[config.mk]
export PLATFORM = sky130hd
export DESIGN_NAME = stream_demux_1ton
export DESIGN_NICKNAME = d
export VERILOG_FILES = /design/src/rtl/stream_demux_1ton.sv
export SDC_FILE = /design/constraint.sdc
export NUM_CORES = 1
export LEC_CHECK = 0
export ABC_CLOCK_PERIOD_IN_PS = 3600
export CORE_MARGIN = 2
export CORE_UTILIZATION = 46
export CTS_CLUSTER_SIZE = 28
export DETAILED_ROUTE_END_ITERATION = 12
export PLACE_DENSITY = 0.84
export SYNTH_ARGS = -nofsm -noshare
export SYNTH_HDL_FRONTEND = slang
export SYNTH_SLANG_ARGS = --single-unit
export TNS_END_PERCENT = 1
[constraint.sdc]
create_clock -name clk -period 3.6 [get_ports clk]
set_input_delay 0.54 -clock clk [delete_from_list [all_inputs] [get_ports clk]]
set_output_delay 0.54 -clock clk [all_outputs]
set_load 0.005 [all_outputs]
[src/rtl/stream_demux_1ton.sv]
// stream_demux_1ton: registered 1-to-NCH stream demultiplexer.
// Each beat is routed by in_sel (MODE 0) or by a round-robin pointer (MODE 1).
// Every output channel has a one-entry holding register with a valid/ready
// handshake. A drain and a refill in the same cycle sustain one beat per cycle.
// In MODE 0, a select >= NCH consumes the beat, drops it, and pulses sel_err.
// Optional build macro STREAM_DEMUX_STATS_EN adds the stat_clr input and the
// stat_cnt output, which holds one 16-bit saturating handshake counter per channel.
module stream_demux_1ton #(
    parameter int WIDTH = 8,
    parameter int NCH   = 4,
    parameter int SELW  = 2,
    parameter int MODE  = 0
) (
    input  logic                   clk,
    input  logic                   rst_n,
    input  logic                   in_valid,
    output logic                   in_ready,
    input  logic [WIDTH-1:0]       in_data,
    input  logic [SELW-1:0]        in_sel,
    output logic [NCH-1:0]         out_valid,
    input  logic [NCH-1:0]         out_ready,
    output logic [NCH*WIDTH-1:0]   out_data,
    output logic                   sel_err
`ifdef STREAM_DEMUX_STATS_EN
    ,
    input  logic                   stat_clr,
    output logic [NCH*16-1:0]      stat_cnt
`endif
);

    logic [NCH-1:0]       valid_q, valid_d;
    logic [NCH*WIDTH-1:0] data_q, data_d;
    logic                 sel_err_q, sel_err_d;
    logic [SELW-1:0]      rr_ptr_q, rr_ptr_d;

    logic [SELW-1:0]      tgt_s;
    logic                 sel_ok_s;
    logic                 tgt_full_s;
    logic                 tgt_rdy_s;
    logic                 accept_s;

    // Resolve the target channel and its occupancy; in_ready never looks at in_valid
    always_comb begin
        if (MODE == 1) begin
            tgt_s = rr_ptr_q;
        end else begin
            tgt_s = in_sel;
        end
        sel_ok_s   = 1'b0;
        tgt_full_s = 1'b0;
        tgt_rdy_s  = 1'b0;
        for (int k = 0; k < NCH; k++) begin
            sel_ok_s   = sel_ok_s   | (tgt_s == SELW'(k));
            tgt_full_s = tgt_full_s | ((tgt_s == SELW'(k)) & valid_q[k]);
            tgt_rdy_s  = tgt_rdy_s  | ((tgt_s == SELW'(k)) & out_ready[k]);
        end
        // Out-of-range selects are always accepted so they can be dropped
        in_ready = ~sel_ok_s | ~tgt_full_s | tgt_rdy_s;
        accept_s = in_valid & in_ready;
    end

    // Next state of the channel holding registers, error pulse and round-robin pointer
    always_comb begin
        valid_d = valid_q;
        data_d  = data_q;
        for (int k = 0; k < NCH; k++) begin
            if (accept_s && sel_ok_s && (tgt_s == SELW'(k))) begin
                valid_d[k]                = 1'b1;
                data_d[k*WIDTH +: WIDTH]  = in_data;
            end else if (valid_q[k] && out_ready[k]) begin
                valid_d[k] = 1'b0;
            end else begin
                valid_d[k] = valid_q[k];
            end
        end

        sel_err_d = accept_s & ~sel_ok_s;

        if ((MODE == 1) && accept_s) begin
            if (rr_ptr_q == SELW'(NCH - 1)) begin
                rr_ptr_d = {SELW{1'b0}};
            end else begin
                rr_ptr_d = rr_ptr_q + SELW'(1);
            end
        end else begin
            rr_ptr_d = rr_ptr_q;
        end
    end

    // State registers; reset discards any held beats
    always_ff @(posedge clk or negedge rst_n) begin
        if (!rst_n) begin
            valid_q   <= {NCH{1'b0}};
            data_q    <= {(NCH*WIDTH){1'b0}};
            sel_err_q <= 1'b0;
            rr_ptr_q  <= {SELW{1'b0}};
        end else begin
            valid_q   <= valid_d;
            data_q    <= data_d;
            sel_err_q <= sel_err_d;
            rr_ptr_q  <= rr_ptr_d;
        end
    end

    assign out_valid = valid_q;
    assign out_data  = data_q;
    assign sel_err   = sel_err_q;

`ifdef STREAM_DEMUX_STATS_EN
    logic [NCH*16-1:0] stat_q, stat_d;

    // Per-channel saturating handshake counters; clear wins over increment
    always_comb begin
        stat_d = stat_q;
        for (int k = 0; k < NCH; k++) begin
            if (stat_clr) begin
                stat_d[k*16 +: 16] = 16'h0000;
            end else if (valid_q[k] && out_ready[k] && (stat_q[k*16 +: 16] != 16'hFFFF)) begin
                stat_d[k*16 +: 16] = stat_q[k*16 +: 16] + 16'h0001;
            end else begin
                stat_d[k*16 +: 16] = stat_q[k*16 +: 16];
            end
        end
    end

    // Counter registers
    always_ff @(posedge clk or negedge rst_n) begin
        if (!rst_n) begin
            stat_q <= {(NCH*16){1'b0}};
        end else begin
            stat_q <= stat_d;
        end
    end

    assign stat_cnt = stat_q;
`endif

endmodule
Yosys cells after proc, flatten, opt, wreduce, memory -nomap -nowiden
Cells that the tools add are included.

storage, ports and cells
  register bits = 37
  input port bits = 17
  output and inout bits = 38
  logic and storage cells = 57

operators by class
  eq/ne operators = 3
  muxes and demuxes = 8
  bitwise logic cells = 23
  reductions and logical operators = 14

operators by type and width
  operator            number
  $or 1x1->1          11
  $and 1x1->1         10
  $logic_and 1x1->1   9
  $mux 1              8
  $reduce_bool 2->1   4
  $eq 2x2->1 const B  2
  $eq 2x1->1 const B  1
  $logic_not 2->1     1
  $not 1->1           2

Longest topological paths before layout
Gate-level depths: netlist of the first run.

  word-level depth = 12
  depth in mapped cells = 5
  gate-level depth less buffers = 3

Least setup slack after synthesis of the first run
OpenSTA, ideal clock, no wires.

  kind = input-to-output
  start point = in in_sel[1]
  end point = out in_ready
  arrival time = 1208 ps
  data required time = 3060 ps
  path slack = 1852 ps
  stages on the path = 2
  buffers on the path = 1
  path through = buf_2 -> mux4_2

on the way
  word-level cells in the longest chain between the ends = 8
  elaborated cells between the ends (all ways) = 25
  those cells by class = eq/ne (3); bitwise (21); reduce/logical (1)

RTL lines
  element                                        line        source
  start: declaration                             19          input logic [SELW-1:0] in_sel,
  $eq 2x1->1 or $logic_not 2->1 (tied branches)  53, 54, 55
  $and 1x1->1                                    54          tgt_full_s = tgt_full_s | ((tgt_s == SELW'(k)) & valid_q[k]);
  $or 1x1->1 (3 in a row)                        54
  $not 1->1                                      58          in_ready = ~sel_ok_s | ~tgt_full_s | tgt_rdy_s;
  $or 1x1->1                                     58
  $or 1x1->1 (*)                                 58
  end: declaration                               17          output logic in_ready,

Mark *: on every way between the ends. The rest lies on a longest branch, timed or not.

Worst setup path after layout of the first run
Same ends and word-level chain as after synthesis.

==> results_dict.tcl, run 1 <==
set metrics [dict create \
    yosys.cell_types.count 13 \
    synth_nets 107 \
    wl_per_cell_um 16.8 \
    synth_area_per_cell_um2 15.9 \
    ir_worst_vdd_v 0.000325 \
    dr_wl_met3_um 301 \
    r2r_start "out_valid[3]" \
    clock_sinks 37 \
    clock_skew_ns 0.00724 \
    cts_setup_buffers 0 \
    cp-end-kind "primary output" \
    drt-met1-wl_um 1230 \
    critPathLaunch "in_sel[1]" \
    grt_pass1_wl_um 4910 \
    clk_pin_slew_ns 0.10 \
    leakage_nw 0.865 \
    finalWeightedCongestion 0.775 \
    cts_root_buffer "clkbuf_4" \
    totalWireLength_um 3040 \
    worst_pin_slew_ns 0.773 \
    min_period_ns 2.73 \
    netlist_instances 90 \
    nets 165 \
    initial_utilization_pct 47.6 \
    io_buffers 54 \
    drv_slew 0 \
    die_h_um 59.8 \
    finalSetupTns_ns 0 \
    synth_top_area_share_pct 64.7 \
    hpwl_um 2240 \
    status "complete, no violations" \
    ctsHtreeMaxLevel 2 \
    cts_resized 0 \
    synth_area_mm2 0.00143 \
    grtUsageTotal_pct 19.6 \
    synthAdderAreaFrac_pct 0 \
    top_layer "met4" \
    seq_area_frac_synth_pct 64.7 \
    slew_headroom_pct 48.5 \
    placed_area_mm2 0.00199 \
    ctsHoldBuffers 0 \
    fin_crit_sh_pct 75.9 \
    first_pass_iters 4 \
    antenna_cells 0 \
    drive_above_1_share_pct 28.4 \
    clk_latency_ns 0.32 \
    ys_warn_count 0 \
    rows 20 \
    grt_overflow 0 \
    timing.rr.end "out_data[26]" \
    synth_seq_cells 37 \
    worst_ep_required_time_ns 3.06 \
    critical_path_class "in -> out" \
    utilization_pct 68.2 \
    synth_compound_area_share_pct 0.350 \
    synthTopCellsByArea "dfrtp_1 65%, mux2_2 25%, nand2b_1 1.7%, mux4_2 1.6%, nand2_1 1.3%" \
    max_freq_mhz 366 \
    ios 55 \
    route.detailed.drc 0 \
    synth-xor-area-share_pct 0 \
    grt_max_degree 38 \
    grt_antenna_before_repair 0 \
    r2r.worst_path.cells 3 \
    ctsLongestPathBuffers 2 \
    synth_top_family_by_area "multiplexers" \
    grt_setup_unrepaired "no" \
    cp-start-kind "input pin" \
    fin_area_mm2 0.00205 \
    cts_tree "done" \
    mostFrequentLayoutCell "clkdlybuf4s50_1" \
    detail-route-antenna-nets 0 \
    synth_top_area_cell "dfrtp_1" \
    cts_made_buffers 5 \
    p_per_area_mw_per_mm2 511 \
    arrival_ns 2.19 \
    vias 929 \
    crit_end "in_ready" \
    power.total_mw 1.05 \
    hold_class "in -> async" \
    hold_violations 0 \
    maxCapViolations 0 \
    die_x_um 59.8 \
    synth_simple_gate_area_share_pct 6.82 \
    most-common-layout-cells "53 x clkdlybuf4s50_1, 37 x dfrtp_1, 32 x mux2_2" \
    crit_fanout 7 \
    route.met2.wl_um 1470 \
    area_growth_syn_to_layout_pct 43.1 \
    viasPerCell 5.13 \
    core-area_mm2 0.00300 \
    r2r_setup_slack_ns 1.93 \
    synth_mux_area_share_pct 26.8 \
    grt_pass1_vias 1042 \
    setup_viol 0 \
    dieArea_mm2 0.00357 \
    drt_iter0_markers 8 \
]
==> worst min path at each step <==
stage	from	endpoint	slack [ns]	cells after the start
CTS	rst_n	out_data[17]	0.30	1
global route	rst_n	out_data[17]	0.34	1
finish	rst_n	out_data[1]	0.28	1
floorplan	rst_n	out_data[0]	0.24	0
detailed placement	out_data[3]	out_data[3]	0.49	1
global placement	out_data[7]	out_data[7]	0.49	1
==> stage by stage <==
step	setup slack [ns]	hold WS, ns	cells
finish	0.868	0.282	181
global route	0.834	0.335	181
CTS	0.861	0.295	181
detailed placement	0.866	0.494	174
global placement	0.920	0.487	174
floorplan	1.85	0.244	90
==> flip-flops by register name, summed over array words and instances, names as in the netlist <==
name	flops
out_data	32
out_valid	4
sel_err	1
==> worst max-delay path, cell delays in order <==
cell and delay, ns:
clkdlybuf4s50_1 0.65, mux4_2 0.55, clkdlybuf4s50_1 0.46
==> cell families after synthesis <==
family,after synthesis
DFF,37
muxes,33
AOI/OAI and AO/OA,1
buffers and inverters,3
other,1
and+or+nand+nor,15
==> layout make-up <==
cell class,count,area (um^2)
clock buffer,7,55.1
fill,230,956
multi-input combinational,50,489
sequential,37,926
tap,33,41.3
timing repair buffer,54,536
==> power by group <==
| group | switching, mW | internal, mW |
|---|---|---|
| logic | 0.0883 | 0.211 |
| clock network | 0.118 | 0.0922 |
| registers | 0.0424 | 0.495 |
| total | 0.248 | 0.798 |
==> cell usage after synthesis <==
| master | n |
|---|---|
| and3_1 | 1 |
| nor3b_4 | 1 |
| nor2b_1 | 2 |
| o21ai_0 | 1 |
| mux2_2 | 32 |
| nand3b_2 | 1 |
| dfrtp_1 | 37 |
| nand2b_1 | 4 |
| conb_1 | 1 |
| nand3_1 | 1 |
| mux4_2 | 1 |
| nand2_1 | 5 |
| buf_2 | 3 |
==> layer usage <==
metal | track usage [%] | vias up
met1 | 23.5 | 454
met3 | 8.01 | 5
met5 | 0 | -
met4 | 6.67 | 0
li1 | - | 432
met2 | 32.0 | 38
No activity file was read; power rests on OpenSTA's default activity.
==> run 2: changes to the inputs <==
--- a/config.mk
+++ b/config.mk
@@ -5,12 +5,12 @@
 export SDC_FILE = /design/constraint.sdc
 export NUM_CORES = 1
 export LEC_CHECK = 0
-export ABC_CLOCK_PERIOD_IN_PS = 3600
+export ABC_CLOCK_PERIOD_IN_PS = 2480
 export CORE_MARGIN = 2
-export CORE_UTILIZATION = 46
+export CORE_UTILIZATION = 38
 export CTS_CLUSTER_SIZE = 28
 export DETAILED_ROUTE_END_ITERATION = 12
-export PLACE_DENSITY = 0.84
+export PLACE_DENSITY = 0.75
 export SYNTH_ARGS = -nofsm -noshare
 export SYNTH_HDL_FRONTEND = slang
 export SYNTH_SLANG_ARGS = --single-unit
==> constraint.sdc (replaced) <==
create_clock -name clk -period 2.48 [get_ports clk]
set_input_delay 0.372 -clock clk [delete_from_list [all_inputs] [get_ports clk]]
set_output_delay 0.372 -clock clk [all_outputs]
set_load 0.005 [all_outputs]
==> run 2 against run 1 <==
  * Clock power rose to 2.5 times the previous value
  * First-iteration DRC count grew to 7.9 times the previous value
  * Combinational power up 44%
  * Setup slack got worse by 0.61 ns
  * Hold slack worse by 0.11 ns
  * Sequential share of layout area fell by 2.1 points
  * Count of clock-buffer cells in the layout fell by 1
  * Critical endpoint unchanged
==> results_dict.tcl, run 2 (synthesis gave the netlist of run 1 again) <==
set metrics [dict create \
    cts_resized 0 \
    max_freq_mhz 449 \
    critPathSlowestCell "mux4_2" \
    rows 22 \
    io_buffers 54 \
    critical_path_class "in -> out" \
    min_period_ns 2.23 \
    mostFrequentLayoutCell "clkdlybuf4s50_1" \
    clock_skew_ns 0.00374 \
    place_ws_ns 0.252 \
    slew_headroom_pct 46.1 \
    grt_pass1_vias 995 \
    totalWireLength_um 3010 \
    viasPerCell 4.78 \
    ctsHoldBuffers 0 \
    cp-end-kind "primary output" \
    r2r_start "out_valid[1]" \
    cts_root_buffer "clkbuf_8" \
    ctsLongestPathBuffers 2 \
    core-area_mm2 0.00363 \
    finalSetupTns_ns 0 \
    leakage_nw 0.901 \
    ir_worst_vdd_v 0.000430 \
    die_h_um 65.3 \
    cpPeakStageDelay_ns 0.46 \
    cts_tree "done" \
    area_growth_syn_to_layout_pct 50.0 \
    ctsHtreeMaxLevel 2 \
    worst_ep_required_time_ns 2.11 \
    cts_made_buffers 5 \
    clk_latency_ns 0.28 \
    first_pass_iters 4 \
    route.detailed.drc 0 \
    hpwl_um 2230 \
    power.total_mw 1.74 \
    critPathLaunch "out_ready[0]" \
    grtUsageTotal_pct 15.6 \
    crit_buf_inv 2 \
    vias 951 \
    ios 55 \
    detail-route-antenna-nets 0 \
    p_per_area_mw_per_mm2 812 \
    cp-start-kind "input pin" \
    hold_class "in -> async" \
    hold_violations 0 \
    grt_antenna_before_repair 0 \
    path_cells "clkdlybuf4s50_1, nand2b_1, mux4_2, clkdlybuf4s50_1" \
    grt_pass1_wl_um 4800 \
    place_inst 191 \
    setup_viol 0 \
    antenna_cells 0 \
    drv_slew 0 \
    grt_max_degree 38 \
    cts_setup_buffers 0 \
    initial_utilization_pct 39.4 \
    worst_pin_slew_ns 0.808 \
    wl_per_cell_um 15.1 \
    crit_family "buffers and inverters" \
    most-common-layout-cells "53 x clkdlybuf4s50_1, 37 x dfrtp_1, 32 x mux2_2" \
    stdcell_count 199 \
    drive_above_1_share_pct 30.5 \
    crit_top_cell "clkdlybuf4s50_1" \
    nets 167 \
    dieArea_mm2 0.00427 \
    maxCapViolations 0 \
    crit_fanout 3 \
    status "complete, no violations" \
    largest_register_ffs 32 \
    fin_crit_sh_pct 89.8 \
    finalWeightedCongestion 0.713 \
    die_x_um 65.3 \
    clock_sinks 37 \
    grt_setup_unrepaired "no" \
    clk_pin_slew_ns 0.07 \
    drt_iter0_markers 63 \
    num-fill-cells 316 \
    timing.final.ws_setup_ns 0.254 \
    grt_overflow 0 \
    arrival_ns 1.85 \
    hold_ws_ns 0.173 \
]
run 2: cell types whose count changed in the layout (fill, tap and decap cells not counted):
cell,previous run,this run
clkbuf_1,1,0
clkinvlp_4,0,1
clkbuf_4,5,0
bufinv_16,0,1
clkbuf_8,1,6
buf_4,0,2
run 2: final cells by class:
cell class	instances	area, um^2	area share, %
Clock inverter	2	37.5	1.75
Multi-Input combinational cell	50	489	22.8
Clock buffer	6	82.6	3.85
Tap cell	48	60.1	2.80
Sequential cell	37	926	43.1
Timing Repair Buffer	56	551	25.7
run 2: worst reg2reg max path, cell delays in order, from the launching register on:
cell	delay, ns
dfrtp_1	0.40
nand2b_1	0.12
nor3b_4	0.49
mux2_2	0.40
run 2: path summary, 6_finish.rpt:
| kind | end | slack, ns | depth (start not counted) |
|---|---|---|---|
| min reg2reg | out_data[1] | 0.51 | 1 |
| max reg2reg | out_data[12] | 0.96 | 3 |
| min | out_valid[0] | 0.17 | 1 |
| min in group clk | out_data[1] | 0.51 | 1 |
| max | in_ready | 0.25 | 4 |
| max in group asynchronous | out_data[14] | 1.79 | 1 |
run 2: power by group:
part	total [mW]	internal (mW)	switching, mW
Sequential	0.778	0.720	0.0589
Clock	0.533	0.327	0.206
Combinational	0.431	0.308	0.123
run 2: stage by stage:
step / cell area (um^2) / util (%)
global route: 2150 / 59.1
CTS: 2150 / 59.1
finish: 2150 / 59.1
detailed placement: 2030 / 55.8
floorplan: 1430 / -
global placement: 2030 / 55.8
run 2: metal layers:
metal  GRT usage, %  vias up  share of wire [%]
met5              0        -                  0
met4           7.81        0                1.9
met3           5.31        6                6.3
met2           25.1       37                 49
met1           18.7      478                 43
li1               -      430                  -
